File: src/rtl/alu_pkg.sv
// Shared definitions for the ALU result path: frame header tag, framer states
// and the byte-count and header helpers used by the serializer.
package alu_pkg;

  localparam logic [3:0] ALU_HDR_TAG = 4'hA;

  typedef enum logic [1:0] {
    IDLE,
    HDR,
    DATA
  } ser_state_t;

  // Number of payload bytes in a frame for a given result width.
  function automatic int BYTES(input int width);
    return width / 8;
  endfunction

  function automatic logic [7:0] aluHeader(input logic carry);
    return {ALU_HDR_TAG, 3'b000, carry};
  endfunction

endpackage

File: src/rtl/alu_result_fifo.sv
// Small synchronous first-word-fall-through FIFO holding {carry, result} entries.
// Pointers carry one extra wrap bit so full and empty can be told apart.
module alu_result_fifo #(
  parameter int WIDTH = 33,
  parameter int DEPTH = 2
) (
  input  logic             clk,
  input  logic             rst_n,
  input  logic             wr_en,
  input  logic [WIDTH-1:0] din,
  input  logic             rd_en,
  output logic             full,
  output logic             empty,
  output logic [WIDTH-1:0] dout
);

  localparam int AW = $clog2(DEPTH);

  logic [AW:0]      r_wrPtr;
  logic [AW:0]      r_rdPtr;
  logic [WIDTH-1:0] r_mem [DEPTH];
  logic             w_doWrite;
  logic             w_doRead;

  assign empty = (r_wrPtr == r_rdPtr);
  assign full  = (r_wrPtr[AW] != r_rdPtr[AW]) && (r_wrPtr[AW-1:0] == r_rdPtr[AW-1:0]);

  // A write into a full FIFO is legal only when the head leaves on the same edge.
  assign w_doRead  = rd_en && !empty;
  assign w_doWrite = wr_en && (!full || w_doRead);

  assign dout = r_mem[r_rdPtr[AW-1:0]];

  always_ff @(posedge clk) begin
    if (!rst_n) begin
      r_wrPtr <= '0;
      r_rdPtr <= '0;
    end else begin
      if (w_doWrite) r_wrPtr <= r_wrPtr + (AW+1)'(1);
      if (w_doRead)  r_rdPtr <= r_rdPtr + (AW+1)'(1);
    end
  end

  always_ff @(posedge clk) begin
    if (w_doWrite) r_mem[r_wrPtr[AW-1:0]] <= din;
  end

endmodule

File: src/rtl/alu_result_serializer.sv
// Buffers ALU results and streams each one as a header byte plus result bytes
// (MSB first) over a valid/ready byte interface; overflow drops and flags.
module alu_result_serializer #(
  parameter int OUT_DATA_WIDTH = 32,
  parameter int FIFO_DEPTH     = 2
) (
  input  logic                      CLK,
  input  logic                      RST,
  input  logic [OUT_DATA_WIDTH-1:0] Arith_OUT,
  input  logic                      Carry_OUT,
  input  logic                      Arith_Flag,
  input  logic                      CLR_DROP,
  output logic [7:0]                TX_DATA,
  output logic                      TX_VALID,
  input  logic                      TX_READY,
  output logic                      DROP,
  output logic                      BUSY
);

  import alu_pkg::*;

  localparam int NBYTES = BYTES(OUT_DATA_WIDTH);
  localparam int IDX_W  = (NBYTES > 1) ? $clog2(NBYTES) : 1;
  localparam logic [IDX_W-1:0] LAST_IDX = IDX_W'(NBYTES - 1);

  ser_state_t                r_state;
  ser_state_t                w_nextState;
  logic [OUT_DATA_WIDTH-1:0] r_frame;
  logic [OUT_DATA_WIDTH-1:0] w_nextFrame;
  logic [IDX_W-1:0]          r_idx;
  logic [IDX_W-1:0]          w_nextIdx;
  logic [7:0]                r_txData;
  logic [7:0]                w_nextData;
  logic                      r_txValid;
  logic                      w_nextValid;
  logic                      r_drop;
  logic                      w_pop;
  logic                      w_accept;
  logic                      w_wrEn;
  logic                      w_dropSet;
  logic                      w_fifoFull;
  logic                      w_fifoEmpty;
  logic [OUT_DATA_WIDTH:0]   w_head;

  // Index 0 selects the most significant result byte.
  function automatic logic [7:0] frameByte(input logic [OUT_DATA_WIDTH-1:0] frame,
                                           input logic [IDX_W-1:0] idx);
    return 8'(frame >> (8 * (NBYTES - 1 - int'(idx))));
  endfunction

  assign w_accept  = r_txValid && TX_READY;
  assign w_wrEn    = Arith_Flag && (!w_fifoFull || w_pop);
  assign w_dropSet = Arith_Flag && w_fifoFull && !w_pop;

  alu_result_fifo #(
    .WIDTH (OUT_DATA_WIDTH + 1),
    .DEPTH (FIFO_DEPTH)
  ) u_fifo (
    .clk   (CLK),
    .rst_n (RST),
    .wr_en (w_wrEn),
    .din   ({Carry_OUT, Arith_OUT}),
    .rd_en (w_pop),
    .full  (w_fifoFull),
    .empty (w_fifoEmpty),
    .dout  (w_head)
  );

  always_comb begin
    w_nextState = r_state;
    w_nextFrame = r_frame;
    w_nextIdx   = r_idx;
    w_nextData  = r_txData;
    w_nextValid = r_txValid;
    w_pop       = 1'b0;
    unique case (r_state)
      IDLE: begin
        if (!w_fifoEmpty) begin
          w_pop       = 1'b1;
          w_nextFrame = w_head[OUT_DATA_WIDTH-1:0];
          w_nextData  = aluHeader(w_head[OUT_DATA_WIDTH]);
          w_nextValid = 1'b1;
          w_nextState = HDR;
        end
      end
      HDR: begin
        if (w_accept) begin
          w_nextIdx   = '0;
          w_nextData  = frameByte(r_frame, '0);
          w_nextState = DATA;
        end
      end
      DATA: begin
        if (w_accept) begin
          if (r_idx == LAST_IDX) begin
            // Chain straight into the next frame so there is no idle gap.
            if (!w_fifoEmpty) begin
              w_pop       = 1'b1;
              w_nextFrame = w_head[OUT_DATA_WIDTH-1:0];
              w_nextData  = aluHeader(w_head[OUT_DATA_WIDTH]);
              w_nextState = HDR;
            end else begin
              w_nextValid = 1'b0;
              w_nextData  = 8'h00;
              w_nextState = IDLE;
            end
          end else begin
            w_nextIdx  = r_idx + IDX_W'(1);
            w_nextData = frameByte(r_frame, r_idx + IDX_W'(1));
          end
        end
      end
      default: w_nextState = IDLE;
    endcase
  end

  always_ff @(posedge CLK) begin
    if (!RST) begin
      r_state   <= IDLE;
      r_frame   <= '0;
      r_idx     <= '0;
      r_txData  <= '0;
      r_txValid <= 1'b0;
    end else begin
      r_state   <= w_nextState;
      r_frame   <= w_nextFrame;
      r_idx     <= w_nextIdx;
      r_txData  <= w_nextData;
      r_txValid <= w_nextValid;
    end
  end

  // A new drop on the same edge as a clear request keeps the flag set.
  always_ff @(posedge CLK) begin
    if (!RST)           r_drop <= 1'b0;
    else if (w_dropSet) r_drop <= 1'b1;
    else if (CLR_DROP)  r_drop <= 1'b0;
  end

  assign TX_DATA  = r_txData;
  assign TX_VALID = r_txValid;
  assign DROP     = r_drop;
  assign BUSY     = (r_state != IDLE) || !w_fifoEmpty;

endmodule

File: config.mk
export PLATFORM = sky130hd
export DESIGN_NAME = alu_result_serializer
export DESIGN_NICKNAME = d
export VERILOG_FILES = /design/src/rtl/alu_pkg.sv /design/src/rtl/alu_result_fifo.sv /design/src/rtl/alu_result_serializer.sv
export SDC_FILE = /design/constraint.sdc
export NUM_CORES = 1
export LEC_CHECK = 0
export CORE_MARGIN = 2
export CORE_UTILIZATION = 37
export DETAILED_ROUTE_END_ITERATION = 12
export SETUP_SLACK_MARGIN = 0.2
export SLEW_MARGIN = 20
export SYNTH_ARGS = -nofsm -noshare
export SYNTH_HDL_FRONTEND = slang
export SYNTH_SLANG_ARGS = --single-unit
File: constraint.sdc
create_clock -name CLK -period 7.1 [get_ports CLK]
set_input_delay 0.71 -clock CLK [delete_from_list [all_inputs] [get_ports CLK]]
set_output_delay 0.71 -clock CLK [all_outputs]
set_load 0.05 [all_outputs]
==> results.py, run 1 <==
metrics = {
    "power": {
        "fin_total_pwr_w": 0.002571,
        "peakVddDrop_v": 0.0001611,
        "power_switching_w": 0.0007902,
        "p_int_w": 0.001781,
        "power_frac_seq": 0.373,
        "netSwitchingFraction": 0.3073,
        "power_density_nw_per_um2": 434.8,
        "clkPwrFrac": 0.376,
        "leakage_nw": 2.002,
        "combPwrFrac": 0.251,
    },
    "placement": {
        "dp_hpwl_mm": 5.709,
        "io_buffers": 48,
        "gp_congestion": 0.8242,
        "place_ws_ps": 3978,
    },
    "yosys": {
        "synth_cell_types": 37,
        "synth_edf_count": 66,
        "syn_avg_cell_area_um2": 13.43,
        "syn_inst": 345,
        "ys_ff_latch": 117,
        "yosysSeqAreaShare": 0.6483,
        "ys.flop_type": "edfxtp_1",
        "async_flop_share": 0,
        "netlist_area_um2": 4632,
        "yosysWarnings": 0,
        "synth_nets": 388,
    },
    "routing": {
        "initialDrtViolationCount": 133,
        "wl_per_cell_um": 14.87,
        "viasPerCell": 4.949,
        "drt_first_pass_iters": 4,
        "drt_wl_total_mm": 8.518,
        "drc": 0,
        "vias": 2836,
        "ant_nets": 0,
    },
    "clocking": {
        "cts.clk_slew.worst_paths_ps": 60,
        "worstSkewPairLatency_ps": 410,
        "cts_root_buffer": "clkbuf_16",
        "cts_htree_levels": 4,
        "cts.path.max_buffers": 2,
        "numClockSinks": 117,
        "cts_tree": "built",
        "post_cts_buffers": 0,
        "cts_resized": 0,
        "hold_buffers": 0,
        "cts_buffers": 17,
    },
    "timing": {
        "setup_ws_ps": 4155,
        "period_minus_slack_ps": 2945,
        "fmax_ghz": 0.3396,
        "finalHoldViolCount": 0,
        "rsz0062_at_grt": "false",
        "tightest_slew_ps": 1039,
        "tns_ps": 0,
        "slew_viol_final": 0,
        "setup_viol": 0,
        "period_share": 0.4147,
        "slew_headroom": 0.3076,
        "skew_ps": 12.29,
    },
    "setup_path": {
        "critical_path_arrival_ps": 3020,
        "crit_chain": "ha_1, a41o_1, o31ai_1, nor2_2, buf_4",
        "critPathSlowestCell": "dfxtp_1",
        "worstPathRequired_ps": 7180,
        "r2r_slack_ps": 4160,
        "cp-end-kind": "flip-flop",
        "critPathMaxStageDelay_ps": 700,
        "path_class": "flip-flop to flip-flop",
        "r2r_end": "u_fifo.r_mem[1][24]$_DFFE_PP_",
        "setup.worst_path.start_class": "flip-flop",
        "timing.rr.start": "r_idx[0]$_SDFFE_PN0P_",
        "critPathMaxFanout": 19,
        "reg2reg_depth": 5,
    },
    "finish": {
        "syn_to_final_growth_pct": 27.66,
        "n_antenna_cell": 0,
        "finalNetCount": 435,
        "final_cell_mix": "edfxtp_1, dfxtp_1, clkdlybuf4s50_1",
        "drive_gt1_frac": 0.1235,
        "final_common_cell": "edfxtp_1",
    },
    "grt": {
        "antenna_found_initial": 0,
        "grt_use_met1": 0.1798,
        "first_global_vias": 2667,
        "grt_use_met3": 0.04446,
        "grt.total_usage": 0.1364,
        "grt_pass1_wl_mm": 13.66,
        "grt.busiest_layer": "met2",
        "grt_max_degree": 65,
        "grt.overflow.total": 0,
        "met2_usage": 0.2101,
    },
    "worst_hold_path": {
        "hp-start": "TX_DATA[6]$_SDFFE_PN0P_",
        "whs_path_depth": 2,
        "hold_class": "flip-flop to flip-flop",
        "holdPathEnd": "TX_DATA[6]$_SDFFE_PN0P_",
    },
    "die": {
        "core_area_um2": 12110,
        "ios": 49,
        "dieHeight_um": 115.9,
        "initial_core_util": 0.3824,
        "rows": 40,
        "die_w_um": 115.9,
        "die_area_um2": 13430,
    },
    "job": {
        "max_cap_violations": 0,
    },
    "run_status": {
        "status": "complete, no violations",
    },
}
==> critical path: cells and delay by family (launching register included) <==
family	cells	cell delay, ps
compound gates	2	380
fa+ha+maj	1	440
buf+inv	1	410
flops	1	700
simple gates	1	660
==> area by class of cell <==
cell class / instances / area [um2]
fill: 1124 / 6198
sequential: 117 / 3004
multi-input combinational: 198 / 1488
timing repair buffer: 52 / 510.5
clock buffer: 18 / 429.2
clock inverter: 14 / 249.0
tap: 168 / 210.2
inverter: 6 / 22.52
==> how the worst max path moves through the flow <==
stage	startpoint	to	slack, ps	cells past startpoint
6_report	r_idx[0]$_SDFFE_PN0P_	u_fifo.r_mem[1][24]$_DFFE_PP_	4160	5
5_1_grt	r_idx[0]$_SDFFE_PN0P_	u_fifo.r_mem[1][29]$_DFFE_PP_	3900	5
4_1_cts	r_idx[0]$_SDFFE_PN0P_	u_fifo.r_mem[1][21]$_DFFE_PP_	4090	5
3_5_place_dp	TX_READY	u_fifo.r_mem[1][25]$_DFFE_PP_	3980	5
3_3_place_gp	TX_READY	u_fifo.r_mem[1][29]$_DFFE_PP_	4020	5
2_1_floorplan	TX_VALID$_SDFFE_PN0P_	u_fifo.r_wrPtr[1]$_SDFFE_PN0P_	4020	5
==> cell usage after synthesis (3+ instances only) <==
cell type	count	area share
o22ai_1	6	0.0081
a22oi_1	6	0.0097
edfxtp_1	66	0.43
o21ai_0	7	0.0076
inv_1	5	0.0041
a211oi_1	36	0.058
buf_6	3	0.0073
nand2_1	19	0.015
ha_1	5	0.014
dfxtp_1	51	0.22
nor2_1	41	0.033
a21oi_1	6	0.0065
mux2i_1	34	0.073
mux4_2	8	0.039
nand3_1	3	0.0032
xnor2_1	3	0.0057
clkbuf_1	12	0.0097
buf_2	9	0.0097
==> state kept, by name (all words and copies together) (netlist names), named ones only <==
name,count
r_state,2
r_frame,32
u_fifo.r_rdPtr,2
TX_VALID,1
u_fifo.r_wrPtr,2
DROP,1
u_fifo.r_mem,66
TX_DATA,8
r_idx,2
==> per-stage QoR <==
step,cells,cell area (um2),hold slack (ps),util
2_1_floorplan,345,4632,470.6,-
3_3_place_gp,541,5235,463.9,0.4322
3_5_place_dp,541,5235,467.9,0.4322
4_1_cts,573,5913,479.0,0.4882
5_1_grt,573,5913,502.9,0.4882
6_report,573,5913,473.5,0.4882
==> cells by family (layout without fill, tap and decap cells) <==
family,count (synthesis),count (layout),share of synthesized area
buf+inv,30,90,0.03160
mux,42,42,0.1124
fa+ha+maj,5,5,0.01351
xor+xnor,6,6,0.01459
flops,117,117,0.6483
simple gates,71,71,0.06240
compound gates,74,74,0.1172
==> layer usage <==
layer / part of all wire / up-vias
met1: 0.46 / 1364
li1: - / 1404
met5: 0 / -
met3: 0.044 / 8
met2: 0.48 / 60
met4: 0.0094 / 0
==> power by group through the flow <==
stage	Clock (W)	Sequential, W	Combinational [W]
global route	0.00101	0.000978	0.000710
CTS	0.000978	0.000963	0.000649
detailed placement	0	0.000975	0.000647
finish	0.000967	0.000960	0.000645
global placement	0	0.000973	0.000643
floorplan	0	0.000947	0.000531
(Power assumes the default switching activity.)
==> inputs of run 2 (changes only) <==
Clock period 7.1 ns to 2.6 ns, I/O delays scaled along.
==> run 2 against run 1 <==
Effect of this change:
- critical path depth shrank 2
- highest routed layer unchanged
- worst setup slack lost 3600 ps
- largest power group is now sequential cells
- combinational power grew to 3.0 times the previous value
- non-clock buffer count grew 8
==> results.py, run 2 (synthesized netlist as in run 1, its figures left out) <==
metrics = {
    "grt": {
        "antenna_found_initial": 0,
        "grt_max_degree": 65,
        "first_global_vias": 2784,
        "grt_pass1_wl_mm": 14.47,
        "grt.overflow.total": 0,
        "grt.total_usage": 0.1458,
    },
    "power": {
        "power_switching_w": 0.002117,
        "power_frac_seq": 0.381,
        "combPwrFrac": 0.285,
        "netSwitchingFraction": 0.3160,
        "peakVddDrop_v": 0.0004468,
        "fin_total_pwr_w": 0.006700,
        "p_int_w": 0.004583,
        "clkPwrFrac": 0.334,
        "power_density_nw_per_um2": 1135,
        "leakage_nw": 2.014,
    },
    "routing": {
        "top_layer": "met4",
        "met3_length_um": 376,
        "drt_wl_total_mm": 8.898,
        "vias": 2837,
        "drt-met1-wl_mm": 4.073,
        "viasPerCell": 4.883,
        "wl_met2_mm": 4.286,
        "initialDrtViolationCount": 172,
        "wl_per_cell_um": 15.31,
        "drt_first_pass_iters": 4,
        "ant_nets": 0,
        "drc": 0,
    },
    "worst_hold_path": {
        "holdPathEnd": "u_fifo.r_mem[0][6]$_DFFE_PP_",
        "whs_path_depth": 1,
        "hp-start": "Arith_OUT[6]",
        "hold_class": "input pin to flip-flop",
    },
    "timing": {
        "period_minus_slack_ps": 2092,
        "skew_ps": 6.767,
        "tns_ps": 0,
        "setup_viol": 0,
        "tightest_slew_ps": 501.5,
        "finalHoldViolCount": 0,
        "rsz0062_at_grt": "false",
        "slew_viol_final": 0,
        "fmax_ghz": 0.4781,
        "period_share": 0.8045,
        "slew_headroom": 0.6646,
    },
    "die": {
        "dieHeight_um": 115.9,
        "core_area_um2": 12110,
        "die_area_um2": 13430,
        "initial_core_util": 0.3824,
        "die_w_um": 115.9,
        "ios": 49,
        "rows": 40,
    },
    "finish": {
        "finalNetCount": 443,
        "fin_util": 0.4872,
        "syn_to_final_growth_pct": 27.39,
        "fin_cells": 581,
        "n_antenna_cell": 0,
        "final_cell_mix": "edfxtp_1, dfxtp_1, clkdlybuf4s50_1",
        "largest_reg_flops": 66,
        "final_cell_area_um2": 5901,
        "final_common_cell": "edfxtp_1",
        "drive_gt1_frac": 0.1356,
    },
    "clocking": {
        "cts_root_buffer": "clkbuf_16",
        "cts_tree": "built",
        "cts.path.max_buffers": 2,
        "worstSkewPairLatency_ps": 400,
        "cts.clk_slew.worst_paths_ps": 50,
        "cts_htree_levels": 4,
        "numClockSinks": 117,
        "cts_buffers": 17,
    },
    "placement": {
        "place_area_um2": 5308,
        "io_buffers": 48,
        "dpl.cell_count": 549,
        "gp_congestion": 0.7740,
        "dp_hpwl_mm": 6.025,
    },
    "setup_path": {
        "critical_path_arrival_ps": 1830,
        "worstPathRequired_ps": 2340,
        "r2r_slack_ps": 540,
        "path_class": "flip-flop to output port",
        "r2r_end": "u_fifo.r_mem[0][17]$_DFFE_PP_",
        "timing.rr.start": "r_state[0]$_SDFFE_PN0P_",
        "critPathMaxFanout": 7,
        "reg2reg_depth": 7,
        "setup.worst_path.start_class": "flip-flop",
        "cp-end-kind": "output port",
    },
    "job": {
        "max_cap_violations": 0,
    },
    "run_status": {
        "status": "complete, no violations",
    },
}
## run 2: cell count changes in the layout (fill, tap and decap cells not counted), moves of 2 or more
cell / change
inv_6: -3
clkbuf_1: +2
clkbuf_16: +2
buf_4: +7
clkinv_4: -4
clkinv_2: +5
clkbuf_8: +2
bufinv_16: -5
## run 2: worst max-delay path: stages (launching register included)
cell           delay (ps)
dfxtp_1               380
xnor2_2               450
nand3_1               150
dlygate4sd2_1         450
## run 2: worst max path at each step
stage / from / end / depth (start not counted)
3_3_place_gp: TX_READY / u_fifo.r_mem[0][12]$_DFFE_PP_ / 6
6_report: u_fifo.r_wrPtr[0]$_SDFFE_PN0P_ / BUSY / 3
5_1_grt: u_fifo.r_wrPtr[0]$_SDFFE_PN0P_ / BUSY / 3
3_5_place_dp: TX_READY / u_fifo.r_mem[0][12]$_DFFE_PP_ / 6
2_1_floorplan: TX_VALID$_SDFFE_PN0P_ / u_fifo.r_mem[1][0]$_DFFE_PP_ / 4
4_1_cts: u_fifo.r_wrPtr[0]$_SDFFE_PN0P_ / BUSY / 3
## run 2: routing by layer
layer	vias up	GRT usage
met5	-	0
li1	1426	-
met3	17	0.04132
met1	1331	0.1898
met4	0	0.07143
met2	63	0.2250
## run 2: cell type report
class	count	area, um2
Tap cell	168	210.2
Timing Repair Buffer	60	581.8
Clock buffer	24	514.2
Multi-Input combinational cell	198	1499
Clock inverter	8	68.82
Inverter	6	22.52
Fill cell	1088	6211
Sequential cell	117	3004
## run 2: metrics by stage
stage	setup slack [ps]	hold slack, ps
final	508.4	434.0
after global routing	380.1	419.1
after CTS	476.8	414.7
after detailed placement	530.2	465.7
after global placement	559.3	462.0
after floorplan	63.73	358.9
## run 2: power by group through the flow
stage               combinational (W)  clock (W)  sequential [W]
detailed placement            0.00193          0         0.00259
global route                  0.00214    0.00238         0.00259
CTS                           0.00194    0.00228         0.00255
global placement              0.00192          0         0.00258
finish                        0.00191    0.00223         0.00255
floorplan                     0.00145          0         0.00258
## run 2: what timing repair did
| action | CTS | global route |
|---|---|---|
| setup buffers | 0 | 0 |
| endpoints found under the setup margin | 1 | 0 |
| hold buffers | 0 | 0 |
| hold endpoints to repair | 0 | 0 |
| gates resized for setup | 2 | 0 |
